`config.mk`:
```
export PLATFORM = sky130hd
export DESIGN_NAME = x_stage
export DESIGN_NICKNAME = d
export VERILOG_FILES = /design/src/rtl/x_stage.sv
export SDC_FILE = /design/constraint.sdc
export NUM_CORES = 1
export LEC_CHECK = 0
export BUFFER_PORTS_ARGS = -buffer_cell sky130_fd_sc_hd__buf_2
export CAP_MARGIN = 20
export CORE_MARGIN = 2
export CORE_UTILIZATION = 38
export CTS_CLUSTER_SIZE = 14
export DETAILED_ROUTE_END_ITERATION = 12
export GPL_ROUTABILITY_DRIVEN = 1
export GPL_TIMING_DRIVEN = 0
export PLACE_DENSITY = 0.59
export SYNTH_ARGS = -nofsm -noshare
export SYNTH_HDL_FRONTEND = slang
export SYNTH_SLANG_ARGS = --single-unit
```
`constraint.sdc`:
```
create_clock -name clock -period 7.9 [get_ports clock]
set_input_delay 1.58 -clock clock [delete_from_list [all_inputs] [get_ports clock]]
set_output_delay 1.58 -clock clock [all_outputs]
set_load 0.02 [all_outputs]
```
`src/rtl/x_stage.sv`:
```
// Execute stage: single-cycle ALU, address and branch evaluation, and an
// iterative shift-add multiplier that stalls upstream while it runs.
module x_stage (
    input  logic        clock,
    input  logic        reset,
    input  logic [6:0]  x_opcode,
    input  logic [5:0]  x_dst_reg,
    input  logic [14:0] x_mem_offset,
    input  logic [14:0] x_brn_offset,
    input  logic [19:0] x_jmp_offset,
    input  logic [31:0] x_read_data_1,
    input  logic [31:0] x_read_data_2,
    output logic        stall,
    output logic        redirect_valid,
    output logic [31:0] redirect_offset,
    output logic        m_valid,
    output logic [6:0]  m_opcode,
    output logic [5:0]  m_dst_reg,
    output logic [31:0] m_alu_result,
    output logic [31:0] m_store_data
);

    localparam int MUL_CYCLES = 32;
    localparam logic [4:0] LAST_COUNT = 5'(MUL_CYCLES - 1);

    localparam logic [6:0] OP_ADD = 7'h01;
    localparam logic [6:0] OP_SUB = 7'h02;
    localparam logic [6:0] OP_MUL = 7'h03;
    localparam logic [6:0] OP_LDB = 7'h10;
    localparam logic [6:0] OP_LDW = 7'h11;
    localparam logic [6:0] OP_STB = 7'h12;
    localparam logic [6:0] OP_STW = 7'h13;
    localparam logic [6:0] OP_BEQ = 7'h30;
    localparam logic [6:0] OP_JMP = 7'h40;

    typedef enum logic [1:0] {
        IDLE = 2'd0,
        BUSY = 2'd1,
        DONE = 2'd2
    } state_t;

    state_t      state_q, state_d;
    logic [4:0]  count_q, count_d;
    logic [31:0] mcand_q, mcand_d;
    logic [31:0] mplier_q, mplier_d;
    logic [31:0] acc_q, acc_d;

    logic        redirect_valid_q, redirect_valid_d;
    logic [31:0] redirect_offset_q, redirect_offset_d;
    logic        m_valid_q, m_valid_d;
    logic [6:0]  m_opcode_q, m_opcode_d;
    logic [5:0]  m_dst_reg_q, m_dst_reg_d;
    logic [31:0] m_alu_result_q, m_alu_result_d;
    logic [31:0] m_store_data_q, m_store_data_d;

    logic [31:0] memAddr;

    always_ff @(posedge clock or posedge reset) begin
        if (reset) begin
            state_q  <= IDLE;
            count_q  <= '0;
            mcand_q  <= '0;
            mplier_q <= '0;
            acc_q    <= '0;
        end else begin
            state_q  <= state_d;
            count_q  <= count_d;
            mcand_q  <= mcand_d;
            mplier_q <= mplier_d;
            acc_q    <= acc_d;
        end
    end

    always_comb begin
        state_d  = state_q;
        count_d  = count_q;
        mcand_d  = mcand_q;
        mplier_d = mplier_q;
        acc_d    = acc_q;
        case (state_q)
            IDLE: begin
                if (x_opcode == OP_MUL) begin
                    mcand_d  = x_read_data_1;
                    mplier_d = x_read_data_2;
                    acc_d    = '0;
                    count_d  = '0;
                    state_d  = BUSY;
                end
            end
            BUSY: begin
                if (mplier_q[0]) begin
                    acc_d = acc_q + mcand_q;
                end
                mcand_d  = mcand_q << 1;
                mplier_d = mplier_q >> 1;
                count_d  = count_q + 5'd1;
                if (count_q == LAST_COUNT) begin
                    state_d = DONE;
                end
            end
            DONE:    state_d = IDLE;
            default: state_d = IDLE;
        endcase
    end

    // Reset overrides stall so upstream is never frozen by a multiply being aborted.
    always_comb begin
        stall = !reset && ((state_q == IDLE && x_opcode == OP_MUL) || state_q == BUSY);
    end

    assign memAddr = x_read_data_1 + {{17{x_mem_offset[14]}}, x_mem_offset};

    always_comb begin
        redirect_valid_d  = 1'b0;
        redirect_offset_d = '0;
        m_valid_d         = 1'b0;
        m_opcode_d        = '0;
        m_dst_reg_d       = '0;
        m_alu_result_d    = '0;
        m_store_data_d    = '0;
        if (!stall) begin
            case (x_opcode)
                OP_ADD, OP_SUB, OP_MUL, OP_LDB, OP_LDW: begin
                    m_valid_d   = 1'b1;
                    m_opcode_d  = x_opcode;
                    m_dst_reg_d = x_dst_reg;
                    if (x_opcode == OP_ADD) begin
                        m_alu_result_d = x_read_data_1 + x_read_data_2;
                    end else if (x_opcode == OP_SUB) begin
                        m_alu_result_d = x_read_data_1 - x_read_data_2;
                    end else if (x_opcode == OP_MUL) begin
                        m_alu_result_d = acc_q;
                    end else begin
                        m_alu_result_d = memAddr;
                    end
                end
                OP_STB, OP_STW: begin
                    m_valid_d      = 1'b1;
                    m_opcode_d     = x_opcode;
                    m_alu_result_d = memAddr;
                    m_store_data_d = x_read_data_2;
                end
                OP_BEQ: begin
                    m_valid_d         = 1'b1;
                    m_opcode_d        = x_opcode;
                    redirect_valid_d  = (x_read_data_1 == x_read_data_2);
                    redirect_offset_d = {{17{x_brn_offset[14]}}, x_brn_offset};
                end
                OP_JMP: begin
                    m_valid_d         = 1'b1;
                    m_opcode_d        = x_opcode;
                    redirect_valid_d  = 1'b1;
                    redirect_offset_d = {{12{x_jmp_offset[19]}}, x_jmp_offset};
                end
                default: ;
            endcase
        end
    end

    always_ff @(posedge clock or posedge reset) begin
        if (reset) begin
            redirect_valid_q  <= 1'b0;
            redirect_offset_q <= '0;
            m_valid_q         <= 1'b0;
            m_opcode_q        <= '0;
            m_dst_reg_q       <= '0;
            m_alu_result_q    <= '0;
            m_store_data_q    <= '0;
        end else begin
            redirect_valid_q  <= redirect_valid_d;
            redirect_offset_q <= redirect_offset_d;
            m_valid_q         <= m_valid_d;
            m_opcode_q        <= m_opcode_d;
            m_dst_reg_q       <= m_dst_reg_d;
            m_alu_result_q    <= m_alu_result_d;
            m_store_data_q    <= m_store_data_d;
        end
    end

    assign redirect_valid  = redirect_valid_q;
    assign redirect_offset = redirect_offset_q;
    assign m_valid         = m_valid_q;
    assign m_opcode        = m_opcode_q;
    assign m_dst_reg       = m_dst_reg_q;
    assign m_alu_result    = m_alu_result_q;
    assign m_store_data    = m_store_data_q;

endmodule

```
==> run summary, run 1 <==
The mean post-synth cell area is 8.16 µm², and the count of buffers inserted at the top-level ports is 238. The clock network power share is 0.248. The tools report the overall track demand over capacity in global routing as 0.276. Subtracting the final worst setup slack from the clock period gives 6190 ps.

By count the netlist is led by 240 x sky130_fd_sc_hd__nand2_1, 212 x sky130_fd_sc_hd__nor2_1, 202 x sky130_fd_sc_hd__dfrtp_1. In this run the deepest clock path goes through 3 buffers. After synthesis the cells add up to 15200 µm².

CTS placed an instance of sky130_fd_sc_hd__clkbuf_16 at the clock tree root. The half-perimeter wire length of the detailed placement result is 48.1 mm, and the clock slew seen by the registers of the worst setup and hold paths is 60 ps. The required time of the worst setup path was 6320 ps. The post-route setup TNS was 0 ps; the area of placed instances was 17200 µm².

For this design the ratio of total power to cell area is 258 nW/µm². Using the TritonRoute via totals, the vias-per-cell ratio works out to 5.63. The top cell type's share of synthesized area is 0.332. For this run, the number of Yosys warnings is 0.

The tools report the sequential fraction of design power as 0.324. The tools report the final number of max-transition violations as 0. Max-cap violations in this run came to 0. For the cell-internal power, the log shows 2.76 mW. The critical path is of the input port to primary output type.

The die is 204 µm wide. The first global-routing pass estimated 87.8 mm of wire. The share of synthesized area occupied by flip-flops and latches was 0.332.

The delay of the slowest cell on the worst path was 580 ps; the worst clock skew was 10.8 ps. On the critical path, the stage with the largest delay is an instance of sky130_fd_sc_hd__or4_4. The logs give 0.428 for the power share of the combinational group and 1863 for the number of standard cells after synthesis.

The worst hold path belongs to the class register to register. The net switching power is 1.88 mW. The finished layout holds 2677 standard cells, fillers aside.

The final non-filler cell area was 18000 µm². The run gives 0.231 as the relative slew slack. Setup repair after global routing left no endpoint under its margin. The tools report the largest net degree at the start of global routing as 42.

Walking the worst path, the cells encountered are buf_2 -> or4_4 -> nor3b_2 -> nand2_1 -> a21oi_4 -> nand2_2 -> inv_2 -> buf_2 -> buf_2 -> buf_2. The tools report the number of antenna violations at the first check in global routing as 1. Counting stages on the worst path, the most repeated cell is sky130_fd_sc_hd__buf_2. Including well taps, the total number of placed cells is 2634. The count of nets left with antenna violations once routing finished came out at 0. The switching share of power is 0.405, and the peak ir drop on the vdd network is 0.143 mV. The number of antenna diodes in the final layout is 0.

The tools report the number of clock sinks as 202. The tools report the endpoint class of the critical path as a primary output. Among cell families on the critical path, the largest total delay comes from simple AND/OR/NAND/NOR gates.

The floorplan step defined a die boundary enclosing 41600 µm². The logs give 0.947 for the final weighted congestion of routability-driven global placement and 73 for the number of cell rows. Among all cell types in the netlist, the one instantiated most often is sky130_fd_sc_hd__nand2_1. After clock tree synthesis, the repair step resized 0 gates. By area the synthesized netlist is led by sky130_fd_sc_hd__dfrtp_1 33%, sky130_fd_sc_hd__ha_1 10%, sky130_fd_sc_hd__nand2_1 5.9%. The startpoint kind of the worst setup timing path is an input port. In this run the worst path has a maximum fanout of 10. The flip-flop and latch count after synthesis was 202; the standby leakage power was 8.72 nW. The run gives 0 as the final-report setup violation count. The run gives 39600 µm² as the floorplan core area.

Global-route congestion overflow total: 0. The transition time at the pin with the least slew margin was 1150 ps; the post-detailed-routing wire length was 58.4 mm. TritonCTS built the clock tree. For this run, design rule violations remaining after detail routing come to 0. From bottom edge to top edge, the die measures 204 µm. The final-report hold violation count came out at 0.

The run gives 0 as the hold buffer count at cts. The layout overhead on the synthesized area works out to 18.4%. The final critical-path share of the clock period is 0.784.

The starting density of the core is 0.384. Of all cell types, the one taking the most synthesized area is sky130_fd_sc_hd__dfrtp_1. The number of global-route vias before repair came out at 14.5k. The tools report the maximum level of the CTS H-tree as 1. The count of boundary I/O pins came out at 241. DRC violation total after the first TritonRoute iteration: 1223.

The number of buffers added by the clock tree synthesis step was 24. The proportion of synthesized flip-flops having asynchronous set or reset works out to 1.00. The dominant synthesized flop cell was sky130_fd_sc_hd__dfrtp_1. The average detailed-routed wire length per instance works out to 21.8 µm.

The run finished with clean final reports. Counting flops with a built-in enable in the synthesized netlist gives 0. The clock latency at the later pin of the worst-skew pair came out at 550 ps. The count of TritonRoute iterations in the first routing pass is 5, and the worst path buffer plus inverter count is 5. The detailed router placed 15.1k vias in this run. The count of unique library cells instantiated by Yosys came out at 95. Based on the critical path, the design can be clocked at up to 162 MHz. The net count of the finished layout is 2394. The arrival time of the worst setup path came out at 4610 ps. The proportion of layout cells with a drive suffix above 1 was 0.166; the buffers inserted during post-CTS setup optimization was 0.
per-layer routing:
layer,part of all wire,vias to the layer above,global-route usage
met5,0.00022,-,0
met4,0.022,2,0.0678
li1,-,7181,-
met2,0.46,560,0.456
met1,0.45,7269,0.385
met3,0.066,70,0.0314
cell type report:
cell class | instances | area, µm²
Fill cell | 3981 | 21600
Multi-Input combinational cell | 1459 | 9310
Sequential cell | 202 | 5050
Timing Repair Buffer | 245 | 1300
Clock buffer | 32 | 702
Tap cell | 525 | 657
Buffer | 112 | 510
Inverter | 91 | 345
Clock inverter | 11 | 123
path summary, 6_finish.rpt:
path	startpoint	endpoint	depth (start not counted)	slack [ps]
min reg2reg	count_q[0]	count_q[0]	1	520
max reg2reg	acc_q[10]	acc_q[31]	11	4640
max in group asynchronous	reset	mcand_q[30]	6	5330
min	count_q[0]	count_q[0]	1	520
min in group asynchronous	reset	redirect_offset[8]	2	1160
max	x_opcode[5]	stall	10	1710
stage by stage:
stage,hold slack [ps],utilization,worst slack (ps),power (mW)
detailed placement,495,0.433,1780,3.47
floorplan,468,-,996,2.90
finish,522,0.454,1710,4.64
CTS,519,0.454,1780,4.64
global route,547,0.454,1640,4.97
global placement,493,0.430,-1320,3.43
power by group through the flow:
stage               Clock [mW]  Sequential, mW  Combinational (mW)
finish                    1.15            1.50                1.99
global route              1.22            1.53                2.23
CTS                       1.17            1.49                1.97
detailed placement           0            1.51                1.96
global placement             0            1.51                1.92
floorplan                    0            1.40                1.50
cells by family after synthesis:
kind of cell               after synthesis  synth area share
and+or+nand+nor                        627             0.186
AOI/OAI and AO/OA                      608             0.264
buffers and inverters                  203            0.0560
DFF                                    202             0.332
adders and majority gates              130             0.109
xor gates and xnor gates                90            0.0518
muxes                                    2           0.00132
other                                    1          0.000247
cells in the final DEF (no fill, tap or decap), types with 21 or more instances in the layout:
| cell | synthesis | routed |
|---|---|---|
| sky130_fd_sc_hd__nor2_1 | 212 | 212 |
| sky130_fd_sc_hd__a21oi_1 | 158 | 158 |
| sky130_fd_sc_hd__clkbuf_1 | 67 | 69 |
| sky130_fd_sc_hd__nand3_1 | 27 | 27 |
| sky130_fd_sc_hd__a21o_1 | 47 | 47 |
| sky130_fd_sc_hd__a31oi_1 | 76 | 76 |
| sky130_fd_sc_hd__and3_1 | 23 | 23 |
| sky130_fd_sc_hd__xor2_1 | 31 | 31 |
| sky130_fd_sc_hd__buf_2 | 24 | 263 |
| sky130_fd_sc_hd__inv_1 | 88 | 87 |
| sky130_fd_sc_hd__clkbuf_16 | 0 | 25 |
| sky130_fd_sc_hd__dfrtp_1 | 202 | 202 |
| sky130_fd_sc_hd__o21bai_1 | 21 | 21 |
| sky130_fd_sc_hd__o21ai_0 | 102 | 102 |
| sky130_fd_sc_hd__nand2_1 | 240 | 240 |
| sky130_fd_sc_hd__xnor2_1 | 59 | 59 |
| sky130_fd_sc_hd__ha_1 | 126 | 126 |
| sky130_fd_sc_hd__o211ai_1 | 24 | 24 |
No activity file was read; power rests on OpenSTA's default activity.
==> inputs of run 2 (changes only) <==
Clock period 7.9 ns to 5.2 ns, I/O delays scaled along.
==> run summary, run 2 (same netlist as run 1, synthesis figures left out) <==
The flow ran to the end, and the final reports show no timing, DRC or antenna violations. Data on the critical path is required at its endpoint by 4160 ps. The tool flagged a number of max-cap violations equal to 0. The number of inserted diodes came out at 0. Clock tree synthesis inserted a total of 24 buffers.

By startpoint and endpoint, the worst setup path is classified as input port to primary output. Summed over all nets, the half-perimeter wirelength after detailed placement is 47.9 mm. Leaving out fill and tap cells, the most frequent cells in the layout are 262 x sky130_fd_sc_hd__buf_2, 240 x sky130_fd_sc_hd__nand2_1, 212 x sky130_fd_sc_hd__nor2_1.

In the final design database the tool counted 2394 nets. The die is 204 µm tall. The worst hold path terminates at count_q[4]. The maximum clock rate is 198 MHz.

The endpoint class of the critical path is a primary output. The count of boundary I/O pins is 241, and the transition time at the pin with the least slew margin is 1080 ps. For this run, design rule violations remaining after detail routing come to 0. The starting density of the core was 0.384. The number of nets with antenna violations after detailed routing was 0; the final critical-path share of the clock period was 0.972.

Standby leakage power: 8.71 nW. The time the worst path needs with I/O delays and setup is 5050 ps. Detailed routing placed a total of 26.5 mm of wire on met2. The hold buffer count at cts was 0.

Routability-driven placement finished with a final weighted congestion of 0.948. The startpoint kind of the worst setup timing path was an input port. The clock tree root driver cell was sky130_fd_sc_hd__clkbuf_16.

The run gives 58.5 mm as the post-detailed-routing wire length. In this run, the number of DRC markers left after iteration 0 of detailed routing was 1102. The largest net degree at the start of global routing is 43. After detailed routing, the average wire length per cell comes to 21.9 µm. The die footprint came out at 41600 µm². Port buffering added 238 buffers. The design draws 7.02 mW. The proportion of layout cells with a drive suffix above 1 was 0.165. Setup repair after global routing left no endpoint under its margin. Gates resized during post-CTS repair numbered 0. In the final routing, the length of wire on met1 measures 25.8 mm. The global-route congestion overflow total was 0; the non-filler instance count after layout was 2675. The worst reg2reg path endpoint was acc_q[31].

The clock arrives with 13.1 ps of skew. The maximum level of the CTS H-tree is 1. The layout overhead on the synthesized area is 18.1%, and the arrival time of the worst setup path is 4010 ps.

The run gives 1930 ps as the setup slack of the most critical reg-to-reg path. The most common library cell in the layout ignoring fill and taps was sky130_fd_sc_hd__buf_2. The final-report setup violation count came out at 0.

The final number of max-transition violations was 0. The first detailed-routing pass took 6 iterations. The number of antenna violations at the first check in global routing was 1.

Across the VDD grid, the largest voltage drop is 0.212 mV. Wire segments on met3 add up to 4.19 mm in the final route. The later pin in the worst-skew pair is clocked with a latency of 540 ps.

The count of cells along the worst hold path is 1. In this run the most critical hold path is launched from count_q[4]. In this run the standard cell core region covers 39600 µm². The clock drives 202 sinks. The combined area of the multi-input logic cells was 9310 µm²; the maximum fanout along the worst path was 10. The layout has 4025 filler cells.

The sequential cells in the finished layout cover a total of 5050 µm². After detailed routing, the number of vias per cell comes to 5.72. Measured along the x axis, the die boundary spans 204 µm.

The worst register-to-register path begins at acc_q[10]. The tools report the post-route setup TNS as 0 ps. The number of buffers on the longest clock path was 3; the total via count in the routed design was 15.3k. After detailed routing, no signal wire sits above met5. The ratio of total power to cell area works out to 391 nW/µm². The logs give 0.274 for the overall track demand over capacity in global routing and 73 for the number of cell rows. The final-report hold violation count came out at 0. For the buffers inserted during post-CTS setup optimization, the log shows 0. Across all hold checks on the routed design, the worst slack comes to 505 ps. The min-delay analysis places its worst path in the category register to register. TritonCTS built the clock tree. The first global-routing pass estimated 87.3 mm of wire. For the worst flop-to-flop path, the logic depth is 11.

The number of global-route vias before repair was 14.9k; the number of placed instances with taps included was 2633. The relative slew slack was 0.272; the clock slew seen by the registers of the worst setup and hold paths was 60 ps. Share of the core filled with cells: 0.453.
## run 2: power breakdown
part	total [mW]	switching (mW)	internal [mW]
combinational	3.05	1.81	1.25
sequential	2.29	0.388	1.90
clock	1.67	0.690	0.981
## run 2: cell type report
type / count / share of cell area
multi-input combinational: 1459 / 0.518
sequential: 202 / 0.282
timing repair buffer: 245 / 0.0726
clock buffer: 32 / 0.0385
tap: 525 / 0.0366
buffer: 112 / 0.0284
inverter: 91 / 0.0192
clock inverter: 9 / 0.00460
## run 2: stage by stage
| step | setup slack (ps) | area, µm² |
|---|---|---|
| floorplan | -624 | 15200 |
| global placement | -2980 | 17100 |
| detailed placement | 214 | 17200 |
| CTS | 209 | 17900 |
| global route | 65.5 | 18000 |
| finish | 146 | 18000 |
## run 2: worst max-delay path by stage
stage,startpoint,to,cells after the start
finish,x_opcode[5],stall,10
CTS,x_opcode[5],stall,10
floorplan,reset,stall,5
detailed placement,x_opcode[5],stall,10
global route,x_opcode[5],stall,10
global placement,reset,stall,7
## run 2: critical path, cell delays in order
cell and delay (ps):
sky130_fd_sc_hd__buf_2 130, sky130_fd_sc_hd__or4_4 580, sky130_fd_sc_hd__nor3b_2 410, sky130_fd_sc_hd__nand2_1 340
sky130_fd_sc_hd__a21oi_4 410, sky130_fd_sc_hd__nand2_2 220, sky130_fd_sc_hd__inv_2 120, sky130_fd_sc_hd__buf_2 290
sky130_fd_sc_hd__buf_2 270, sky130_fd_sc_hd__buf_2 200
## run 2: per-layer routing
layer  global-route usage  vias to the layer above
met5                    0                        -
met4               0.0921                        2
met3               0.0371                      112
met2                0.451                      573
met1                0.371                     7430
li1                     -                     7180
